[config.mk]
export PLATFORM = sky130hd
export DESIGN_NAME = multicycle_adder_flat
export DESIGN_NICKNAME = d
export VERILOG_FILES = /design/src/rtl/multicycle_adder_pkg.sv /design/src/rtl/multicycle_adder_if.sv /design/src/rtl/multicycle_adder_chunk_adder.sv /design/src/rtl/multicycle_adder.sv /design/src/flat_wrapper.sv
export SDC_FILE = /design/constraint.sdc
export NUM_CORES = 1
export LEC_CHECK = 0
export ABC_AREA = 0
export ABC_CLOCK_PERIOD_IN_PS = 2750
export CAP_MARGIN = 20
export CORE_ASPECT_RATIO = 1.5
export CORE_UTILIZATION = 46
export DETAILED_ROUTE_END_ITERATION = 12
export PLACE_DENSITY = 0.77
export SYNTH_ARGS = -nofsm -noshare
export SYNTH_HDL_FRONTEND = slang
export SYNTH_SLANG_ARGS = --single-unit
[constraint.sdc]
create_clock -name clk -period 2.75 [get_ports clk]
set_input_delay 0.55 -clock clk [delete_from_list [all_inputs] [get_ports clk]]
set_output_delay 0.55 -clock clk [all_outputs]
set_load 0.01 [all_outputs]
[src/rtl/multicycle_adder_pkg.sv]
// Shared definitions for the multi-cycle adder: state encoding and sizing helpers.
package adder_pkg;

  // State encoding
  localparam logic [1:0] ST_IDLE = 2'd0;
  localparam logic [1:0] ST_RUN  = 2'd1;
  localparam logic [1:0] ST_DONE = 2'd2;

  typedef enum logic [1:0] {
    IDLE = ST_IDLE,
    RUN  = ST_RUN,
    DONE = ST_DONE
  } state_e;

  // Number of CHUNK-wide slices in a WIDTH-bit operand
  function automatic int unsigned n_chunks(input int unsigned width,
                                           input int unsigned chunk);
    return width / chunk;
  endfunction

  // Chunk counter width: clog2(n), never below one bit
  function automatic int unsigned cnt_width(input int unsigned n);
    return (n <= 1) ? 1 : $clog2(n);
  endfunction

endpackage

[src/rtl/multicycle_adder_if.sv]
// Handshake/bus bundle for multicycle_adder.
//   master: drives start, sub, cin, a, b; observes busy, done, sum, cout, ovf
//   slave : the adder side of the same signals
interface multicycle_adder_if #(
  parameter int unsigned WIDTH = 16
) ();

  logic             start;
  logic             sub;
  logic             cin;
  logic [WIDTH-1:0] a;
  logic [WIDTH-1:0] b;
  logic             busy;
  logic             done;
  logic [WIDTH-1:0] sum;
  logic             cout;
  logic             ovf;

  modport master (
    output start, sub, cin, a, b,
    input  busy, done, sum, cout, ovf
  );

  modport slave (
    input  start, sub, cin, a, b,
    output busy, done, sum, cout, ovf
  );

endinterface

[src/rtl/multicycle_adder_chunk_adder.sv]
// Combinational CHUNK-bit ripple adder used once per cycle by multicycle_adder.
//   x, y  : operand slices
//   ci    : carry in
//   s     : slice sum
//   co    : carry out of the top bit
//   c_msb : carry into the top bit (needed for signed overflow on the last slice)
module chunk_adder #(
  parameter int unsigned CHUNK = 4
) (
  input  logic [CHUNK-1:0] x,
  input  logic [CHUNK-1:0] y,
  input  logic             ci,
  output logic [CHUNK-1:0] s,
  output logic             co,
  output logic             c_msb
);

  logic [CHUNK:0] c;

  // Bit-serial ripple through the slice
  always_comb begin
    c    = '0;
    s    = '0;
    c[0] = ci;
    for (int unsigned i = 0; i < CHUNK; i++) begin
      s[i]   = x[i] ^ y[i] ^ c[i];
      c[i+1] = (x[i] & y[i]) | (c[i] & (x[i] ^ y[i]));
    end
  end

  assign co    = c[CHUNK];
  assign c_msb = c[CHUNK-1];

endmodule

[src/rtl/multicycle_adder.sv]
// Multi-cycle adder/subtractor: adds two WIDTH-bit operands CHUNK bits per
// clock with the carry held in a flop between cycles.
//   clk, rst : clock, synchronous active-high reset
//   bus      : start/sub/cin/a/b in; busy/done/sum/cout/ovf out (all registered)
module multicycle_adder
  import adder_pkg::*;
#(
  parameter int unsigned WIDTH = 16,
  parameter int unsigned CHUNK = 4
) (
  input  logic               clk,
  input  logic               rst,
  multicycle_adder_if.slave  bus
);

  localparam int unsigned    N_CHUNKS = n_chunks(WIDTH, CHUNK);
  localparam int unsigned    CW       = cnt_width(N_CHUNKS);
  localparam logic [CW-1:0]  LAST     = CW'(N_CHUNKS - 1);

  state_e           state_q, state_d;
  logic [WIDTH-1:0] a_q, a_d;
  logic [WIDTH-1:0] b_q, b_d;
  logic [WIDTH-1:0] sum_q, sum_d;
  logic [CW-1:0]    cnt_q, cnt_d;
  logic             carry_q, carry_d;
  logic             cout_q, cout_d;
  logic             ovf_q, ovf_d;
  logic             busy_q, busy_d;
  logic             done_q, done_d;

  logic [CHUNK-1:0] x_c, y_c, s_c;
  logic             co_c, cmsb_c;

  // Select the operand slice addressed by the chunk counter
  always_comb begin
    x_c = '0;
    y_c = '0;
    for (int unsigned k = 0; k < N_CHUNKS; k++) begin
      if (cnt_q == CW'(k)) begin
        x_c = a_q[k*CHUNK +: CHUNK];
        y_c = b_q[k*CHUNK +: CHUNK];
      end
    end
  end

  chunk_adder #(
    .CHUNK (CHUNK)
  ) u_chunk_adder (
    .x     (x_c),
    .y     (y_c),
    .ci    (carry_q),
    .s     (s_c),
    .co    (co_c),
    .c_msb (cmsb_c)
  );

  // Next-state, datapath and output logic
  always_comb begin
    state_d = state_q;
    a_d     = a_q;
    b_d     = b_q;
    sum_d   = sum_q;
    cnt_d   = cnt_q;
    carry_d = carry_q;
    cout_d  = cout_q;
    ovf_d   = ovf_q;
    busy_d  = 1'b0;
    done_d  = 1'b0;

    case (state_q)
      IDLE, DONE: begin
        state_d = IDLE;
        if (bus.start) begin
          // Subtraction is a + ~b + 1: invert b once here, seed carry with 1
          a_d     = bus.a;
          b_d     = bus.sub ? ~bus.b : bus.b;
          carry_d = bus.sub ? 1'b1 : bus.cin;
          cnt_d   = '0;
          state_d = RUN;
          busy_d  = 1'b1;
        end
      end

      RUN: begin
        for (int unsigned k = 0; k < N_CHUNKS; k++) begin
          if (cnt_q == CW'(k)) begin
            sum_d[k*CHUNK +: CHUNK] = s_c;
          end
        end
        carry_d = co_c;
        cnt_d   = cnt_q + CW'(1);
        if (cnt_q == LAST) begin
          // Top slice: its carries are the MSB carries of the whole word
          cout_d  = co_c;
          ovf_d   = cmsb_c ^ co_c;
          state_d = DONE;
          done_d  = 1'b1;
        end else begin
          busy_d  = 1'b1;
        end
      end

      default: begin
        state_d = IDLE;
      end
    endcase
  end

  // State and datapath registers
  always_ff @(posedge clk) begin
    if (rst) begin
      state_q <= IDLE;
      a_q     <= '0;
      b_q     <= '0;
      sum_q   <= '0;
      cnt_q   <= '0;
      carry_q <= 1'b0;
      cout_q  <= 1'b0;
      ovf_q   <= 1'b0;
      busy_q  <= 1'b0;
      done_q  <= 1'b0;
    end else begin
      state_q <= state_d;
      a_q     <= a_d;
      b_q     <= b_d;
      sum_q   <= sum_d;
      cnt_q   <= cnt_d;
      carry_q <= carry_d;
      cout_q  <= cout_d;
      ovf_q   <= ovf_d;
      busy_q  <= busy_d;
      done_q  <= done_d;
    end
  end

  assign bus.busy = busy_q;
  assign bus.done = done_q;
  assign bus.sum  = sum_q;
  assign bus.cout = cout_q;
  assign bus.ovf  = ovf_q;

endmodule

[src/flat_wrapper.sv]
// flat-port wrapper written by rule: the top's interface ports become plain ports
module multicycle_adder_flat import adder_pkg::*;
#(
  parameter int unsigned WIDTH = 16,
  parameter int unsigned CHUNK = 4
)
  (clk, rst, bus_start, bus_sub, bus_cin, bus_a, bus_b, bus_busy, bus_done, bus_sum, bus_cout, bus_ovf);
  multicycle_adder_if #(.WIDTH(WIDTH)) bus_i ();
  input  logic clk;
  input  logic rst;
  input wire logic [$bits(bus_i.start)-1:0] bus_start;
  input wire logic [$bits(bus_i.sub)-1:0] bus_sub;
  input wire logic [$bits(bus_i.cin)-1:0] bus_cin;
  input wire logic [$bits(bus_i.a)-1:0] bus_a;
  input wire logic [$bits(bus_i.b)-1:0] bus_b;
  output wire logic [$bits(bus_i.busy)-1:0] bus_busy;
  output wire logic [$bits(bus_i.done)-1:0] bus_done;
  output wire logic [$bits(bus_i.sum)-1:0] bus_sum;
  output wire logic [$bits(bus_i.cout)-1:0] bus_cout;
  output wire logic [$bits(bus_i.ovf)-1:0] bus_ovf;
  assign bus_i.start = bus_start;
  assign bus_i.sub = bus_sub;
  assign bus_i.cin = bus_cin;
  assign bus_i.a = bus_a;
  assign bus_i.b = bus_b;
  assign bus_busy = bus_i.busy;
  assign bus_done = bus_i.done;
  assign bus_sum = bus_i.sum;
  assign bus_cout = bus_i.cout;
  assign bus_ovf = bus_i.ovf;
  multicycle_adder #(.WIDTH(WIDTH), .CHUNK(CHUNK)) u_core (.clk(clk), .rst(rst), .bus(bus_i));
endmodule
After elaboration in Yosys (flattened, before gate mapping)
Index checks and enable logic that the tools add are counted.
{"block": "totals", "reg_bits": 57}
{"block": "op_classes", "muxes": 21, "n_eq_ne": 7, "bitwise": 23, "n_reduce_logical": 11, "n_addsub": 1}
{"op": "two-way mux 4 bit", "count": 8}
{"op": "two-way mux 16 bit", "count": 1}
{"op": "NOT 16 bit", "count": 1}
{"op": "AND reduction 2 bit", "count": 6}
{"op": "bitwise XOR 1 bit", "count": 9}
{"op": "AND 1 bit", "count": 8}
{"op": "one-hot mux 2 bit (2 select lines)", "count": 2}
{"op": "== test 2 bit (second input constant)", "count": 3}
{"op": "two-way mux 1 bit", "count": 6}
{"op": "== test 2 x 1 -> 1 bit (second input constant)", "count": 2}
{"op": "logical NOT 2 bit", "count": 2}
{"op": "two-way mux 2 bit", "count": 2}
{"op": "bitwise OR 1 bit", "count": 4}
{"op": "one-hot mux 1 bit (2 select lines)", "count": 2}
{"op": "OR reduction 2 bit", "count": 2}
{"op": "adder 2 x 1 -> 2 bit (second input constant)", "count": 1}
{"op": "!= test 2 x 1 -> 1 bit (second input constant)", "count": 1}
{"op": "!= test 2 bit (second input constant)", "count": 1}
{"op": "nonzero test 2 bit", "count": 1}
{"op": "NOT 1 bit", "count": 1}

Logic depth before layout (Yosys ltp)
{"block": "depth", "word_depth": 15, "mapped_depth": 17}

Hierarchy
A second synthesis with hierarchy kept.
{"block": "hier_totals", "cells_unflattened": 305, "hier_area_um2": 2780.2}
{"mod": "multicycle_adder", "area_each_um2": 2670.1, "n_inst": 1, "cells_each": 293, "seq_area_each_um2": 1141.1}
{"mod": "chunk_adder", "area_each_um2": 110.1, "n_inst": 1, "cells_each": 12, "seq_area_each_um2": 0.0}

Least setup slack after synthesis
No wires, ideal clock.
{"block": "synth_timing", "path_kind": "register to register", "startpoint": "reg u_core.cnt_q[0]", "endpoint": "reg u_core.ovf_q, in the netlist u_core.bus.ovf", "setup_time_ps": 128, "arrival_time_ps": 2907, "period_less_slack_ps": 3035, "slack_ps": -285, "path_stages_with_launch": 17, "required_time_ps": 2622, "n_path_buf": 1, "path_cell_list": "dfxtp_1 inv_1 ha_1 nor2b_2 buf_6 a221o_1 a22oi_2 fa_1 inv_1 fa_1 inv_1 fa_1 inv_1 fa_1 xnor2_1 mux2i_1 nor2_1"}
{"block": "synth_between", "elab_chain_cells": 15, "word_cells_on_any_way": 30, "cone_classes": "eq/ne: 3; mux: 8; bitwise: 17; reduce/logical: 2"}
{"element": "start: declaration", "line_no": "multicycle_adder.sv:24", "source": "logic [CW-1:0] cnt_q, cnt_d;"}
{"element": "start signal: assignment", "line_no": "multicycle_adder.sv:127", "source": "cnt_q <= cnt_d;"}
{"element": "logical NOT 2 bit", "line_no": "multicycle_adder.sv:39", "source": "if (cnt_q == CW'(k)) begin"}
{"element": "two-way mux 4 bit (4 in a row)", "line_no": "multicycle_adder.sv:39"}
{"element": "bitwise XOR 1 bit", "line_no": "multicycle_adder_chunk_adder.sv:27", "source": "c[i+1] = (x[i] & y[i]) | (c[i] & (x[i] ^ y[i]));"}
{"element": "AND 1 bit", "line_no": "multicycle_adder_chunk_adder.sv:27"}
{"element": "bitwise OR 1 bit", "line_no": "multicycle_adder_chunk_adder.sv:27"}
{"element": "AND 1 bit", "line_no": "multicycle_adder_chunk_adder.sv:27"}
{"element": "bitwise OR 1 bit", "line_no": "multicycle_adder_chunk_adder.sv:27"}
{"element": "AND 1 bit", "line_no": "multicycle_adder_chunk_adder.sv:27"}
{"element": "bitwise OR 1 bit", "line_no": "multicycle_adder_chunk_adder.sv:27"}
{"element": "AND 1 bit", "line_no": "multicycle_adder_chunk_adder.sv:27"}
{"element": "bitwise OR 1 bit (*)", "line_no": "multicycle_adder_chunk_adder.sv:27"}
{"element": "via u_core.co_c", "line_no": "multicycle_adder.sv:32", "source": "logic co_c, cmsb_c;"}
{"element": "bitwise XOR 1 bit (*)", "line_no": "multicycle_adder.sv:95", "source": "ovf_d = cmsb_c ^ co_c;"}
{"element": "end signal: assignment", "line_no": "multicycle_adder.sv:130", "source": "ovf_q <= ovf_d;"}
{"element": "end: declaration", "line_no": "multicycle_adder.sv:27", "source": "logic ovf_q, ovf_d;"}
The timed path passes the listed nets; every way through them passes the cells marked *.
A chain may end at the register's enable or synchronous reset.

Final worst setup path
{"block": "layout_timing", "startpoint": "reg u_core.cnt_q[0]", "endpoint": "reg u_core.sum_q[11], in the netlist u_core.bus.sum[11]"}
{"block": "layout_between", "elab_chain_cells": 13, "word_cells_on_any_way": 27, "cone_classes": "eq/ne: 3; mux: 8; bitwise: 14; reduce/logical: 2"}
{"element": "logical NOT 2 bit", "line_no": "multicycle_adder.sv:39"}
{"element": "two-way mux 4 bit (4 in a row)", "line_no": "multicycle_adder.sv:39"}
{"element": "bitwise XOR 1 bit", "line_no": "multicycle_adder_chunk_adder.sv:27"}
{"element": "AND 1 bit", "line_no": "multicycle_adder_chunk_adder.sv:27"}
{"element": "bitwise OR 1 bit", "line_no": "multicycle_adder_chunk_adder.sv:27"}
{"element": "AND 1 bit", "line_no": "multicycle_adder_chunk_adder.sv:27"}
{"element": "bitwise OR 1 bit", "line_no": "multicycle_adder_chunk_adder.sv:27"}
{"element": "AND 1 bit", "line_no": "multicycle_adder_chunk_adder.sv:27"}
{"element": "bitwise OR 1 bit", "line_no": "multicycle_adder_chunk_adder.sv:27"}
{"element": "bitwise XOR 1 bit (*)", "line_no": "multicycle_adder_chunk_adder.sv:26", "source": "s[i] = x[i] ^ y[i] ^ c[i];"}
{"element": "via u_core.s_c[3]", "line_no": "multicycle_adder.sv:31", "source": "logic [CHUNK-1:0] x_c, y_c, s_c;"}
{"element": "end signal: assignment", "line_no": "multicycle_adder.sv:126", "source": "sum_q <= sum_d;"}
{"element": "end: declaration", "line_no": "multicycle_adder.sv:23", "source": "logic [WIDTH-1:0] sum_q, sum_d;"}
Marked as above.

==> summary.txt <==
Worst setup path
  – Internal reg-to-reg setup slack: -150 ps
  – Instance count on the critical path: 14
  – Start of the worst register-to-register path: u_core.cnt_q[0]$_SDFFE_PP0P_
  – Launch point of the worst path: u_core.cnt_q[0]$_SDFFE_PP0P_
  – Top cell family by delay on the critical path: adder cells
  – CP Capture Type: flip-flop
  – Cell occurring most often along the worst timing path: fa_2
  – Maximum net fanout on the critical path: 6
  – Endpoint of the most critical register-to-register path: u_core.bus.sum[11]$_SDFFE_PP0P_
  – Arrival time at the worst endpoint: between 3000 and 4000 ps
  – Capture point of the critical path: u_core.bus.sum[11]$_SDFFE_PP0P_
  – Required time of the critical path: 3010 ps
  – Critical path type: flip-flop to flip-flop
  – Element type at the critical path start: flip-flop
  – Slowest stage delay, CP: between 500 and 600 ps
  – Series of cell instances along the critical path: inv_4 > ha_4 > nor2b_4 > a221o_1 > a22oi_2 > fa_2 > inv_2 > fa_2 > inv_2 > fa_2 > inv_2 > fa_2 > mux2i_1 > nor2_1
  – Worst Reg-to-Reg Cells: 14
  – Buffers & Inverters on Critical Path: 4
  – Slowest cell on the critical path: fa_2

Placement
  – Dpl hpwl: 4141 µm
  – Placed cell areas: 3327 µm²
  – Port Buf Inserts: 56
  – Placed cell count: between 400 and 500
  – Gp weighted congestion: 0.8433
  – Worst setup slack before clock tree synthesis: -188.0 ps

Drt
  – Via Count: ~2.1k
  – Drt total wl: 5595 µm
  – Vias/cell: between 5 and 6
  – Number of optimization iterations in the first detailed-route pass: 6
  – DRT antenna net count: 0
  – First DRT Iteration DRCs: 66
  – Final routed wire length divided by cell count: 13.26 µm
  – DRC Markers: 0

Timing
  – Total negative setup slack: -678.5 ps
  – Highest achievable clock rate: 0.3447 GHz
  – Final critical-path share of the clock period: 1.055
  – RSZ-0062 raised after global routing: yes
  – Count of pins over their slew limit: 0
  – Final min period: about 2900 ps
  – Worst rel slew slack: 0.3968
  – Setup slack after layout: -151.4 ps
  – Hold Worst Slack: 461.3 ps
  – Worst-case clock skew: 5.330 ps
  – Final setup violation count: 6
  – Tightest Pin Transition: 904.8 ps
  – Hold Fails Final Rpt: 0

Power
  – PD cells: 584.6 nW/µm²
  – Max VDD drop: 0.3614 mV
  – Pwr Total: between 2 and 2.5 mW
  – Leakage: 1.291 nW

Floorplan
  – Total Die Area: between 6000 and 7000 µm²
  – Count of standard-cell rows: 34
  – Initial core utilization: 0.4745
  – Die Y: about 96 µm
  – Total core area: ~5700 µm²
  – Die Width: ~65 µm
  – Count of pins on the block boundary: 57

GRT
  – Global route total overflow: 0
  – Fraction of met1 tracks used by global routing: 0.2212
  – Pin count of the biggest net entering global routing: a little under 60
  – GRT busiest layer: met2
  – Antenna violations before repair: 0
  – GRT Overall Usage: 0.2033
  – Number of global-route vias before repair: about 2.1k
  – Wire length of the first global-routing pass: 9459 µm
  – Met3 demand-to-capacity share in global routing: 0.04265
  – Met2 Track Usage GR: 0.3550

Outcome
  – Violations in the final reports: setup timing
  – Status: finished with violations

Synthesis
  – Post-synthesis async set-or-reset flop share: 0
  – Cell count after synthesis: ~290
  – Post-Synthesis Net Count: 330
  – Synth Warn #: 0
  – Number of enable flip-flop cells after synthesis: 0
  – Count of unique library cells instantiated by Yosys: 33
  – Share of synthesized area occupied by flip-flops and latches: 0.4187
  – Number of register bits inferred by synthesis: 57
  – Syn_area_per_cell: 9.562 µm²
  – Leading register cell type out of synthesis: dfxtp_1
  – Netlist area before placement: 2725 µm²

Cells and area
  – NumNets Final: 390
  – Share of post-route cells with drive strength above 1: 0.2086
  – Final non-filler cell area: 3560 µm²
  – Utilization after layout: 0.6198
  – Most frequent cells in the layout: 55 x clkdlybuf4s50_1, 55 x dfxtp_1, 39 x nand2_1
  – Cell Count, Final, Fillers Out: 422
  – P&R area growth vs syn: 30.62%
  – Diode count: 0

CTS
  – Clock Tree Buf Depth: 2
  – Worst-Skew Late Latency: around 330 ps
  – Clock tree from TritonCTS: yes
  – Root cell of the clock tree: clkbuf_8
  – Number of levels the H-tree was split into: 3
  – # clock sinks: 57
  – Clock transition at the register clock pins on the worst setup and hold paths after CTS: 60 ps
  – Post-CTS Hold Fix Bufs: 0
  – Cts bufs inserted: 9

Worst hold path
  – Class of the tightest hold or removal check: flip-flop to flip-flop
  – Hold Crit Start: u_core.a_q[10]$_SDFFE_PP0P_

Flow run
  – Max capacitance violation total: 0
-- Yosys cell counts (all sizes together), types with 5 or more instances --
library cell / number / area share
nor2: 36 / 0.051
nand2: 39 / 0.054
a211oi: 24 / 0.090
inv: 10 / 0.014
dfxtp: 57 / 0.42
mux2i: 10 / 0.037
buf: 20 / 0.069
a21oi: 22 / 0.045
nor2b: 9 / 0.022
clkbuf: 5 / 0.0069
xnor2: 15 / 0.048
-- flip-flops by register name (all words and copies together) (netlist names) --
signal / flops
u_core.bus.done: 1
u_core.bus.cout: 1
u_core.carry_q: 1
u_core.bus.sum: 16
u_core.cnt_q: 2
u_core.state_q: 2
u_core.a_q: 16
u_core.bus.ovf: 1
u_core.b_q: 16
u_core.bus.busy: 1
-- cell families after synthesis --
family,after synthesis,synth area share
AO/OA/AOI/OAI,65,0.1984
XOR/XNOR,17,0.05464
adder cells (fa/ha/maj),8,0.04775
buffers and inverters,35,0.08953
flip-flops,57,0.4187
multiplexers,10,0.03673
AND/OR/NAND/NOR,93,0.1543
-- power breakdown --
part / total [mW] / switching (mW) / internal (mW)
logic: 0.374 / 0.181 / 0.192
registers: 0.911 / 0.0350 / 0.876
clock network: 0.797 / 0.305 / 0.492
-- layout make-up --
cell class,instances,area [µm²]
Fill cell,516,2183
Multi-Input combinational cell,193,1383
Sequential cell,57,1149
Timing Repair Buffer,74,690.7
Clock buffer,14,172.7
Tap cell,72,90.09
Inverter,10,40.04
Clock inverter,2,35.03
-- tightest hold or removal path: stages, from the launching register on --
cell	delay (ps)
dfxtp_1	310
nand2_1	50
a21oi_1	50
-- metal layers --
layer	vias up	routed length (µm)
li1	1087	-
met1	966	2283
met2	57	2938
met3	18	175
met4	0	197
met5	-	0
-- how the worst min path moves through the flow --
stage / end / slack, ps / depth (start not counted)
4_1_cts: u_core.a_q[15]$_SDFFE_PP0P_ / 460 / 2
3_3_place_gp: u_core.a_q[3]$_SDFFE_PP0P_ / 450 / 2
3_5_place_dp: u_core.a_q[15]$_SDFFE_PP0P_ / 450 / 2
6_report: u_core.a_q[10]$_SDFFE_PP0P_ / 460 / 2
5_1_grt: u_core.a_q[15]$_SDFFE_PP0P_ / 480 / 2
2_1_floorplan: u_core.a_q[1]$_SDFFE_PP0P_ / 440 / 2
-- repair_timing --
| item | in CTS | in global routing |
|---|---|---|
| gates resized for setup | 3 | 1 |
| setup buffers | 1 | 0 |
| pin swaps | 2 | 1 |
| setup endpoints to repair | 6 | 9 |
Power figures use the tool's default switching activity.
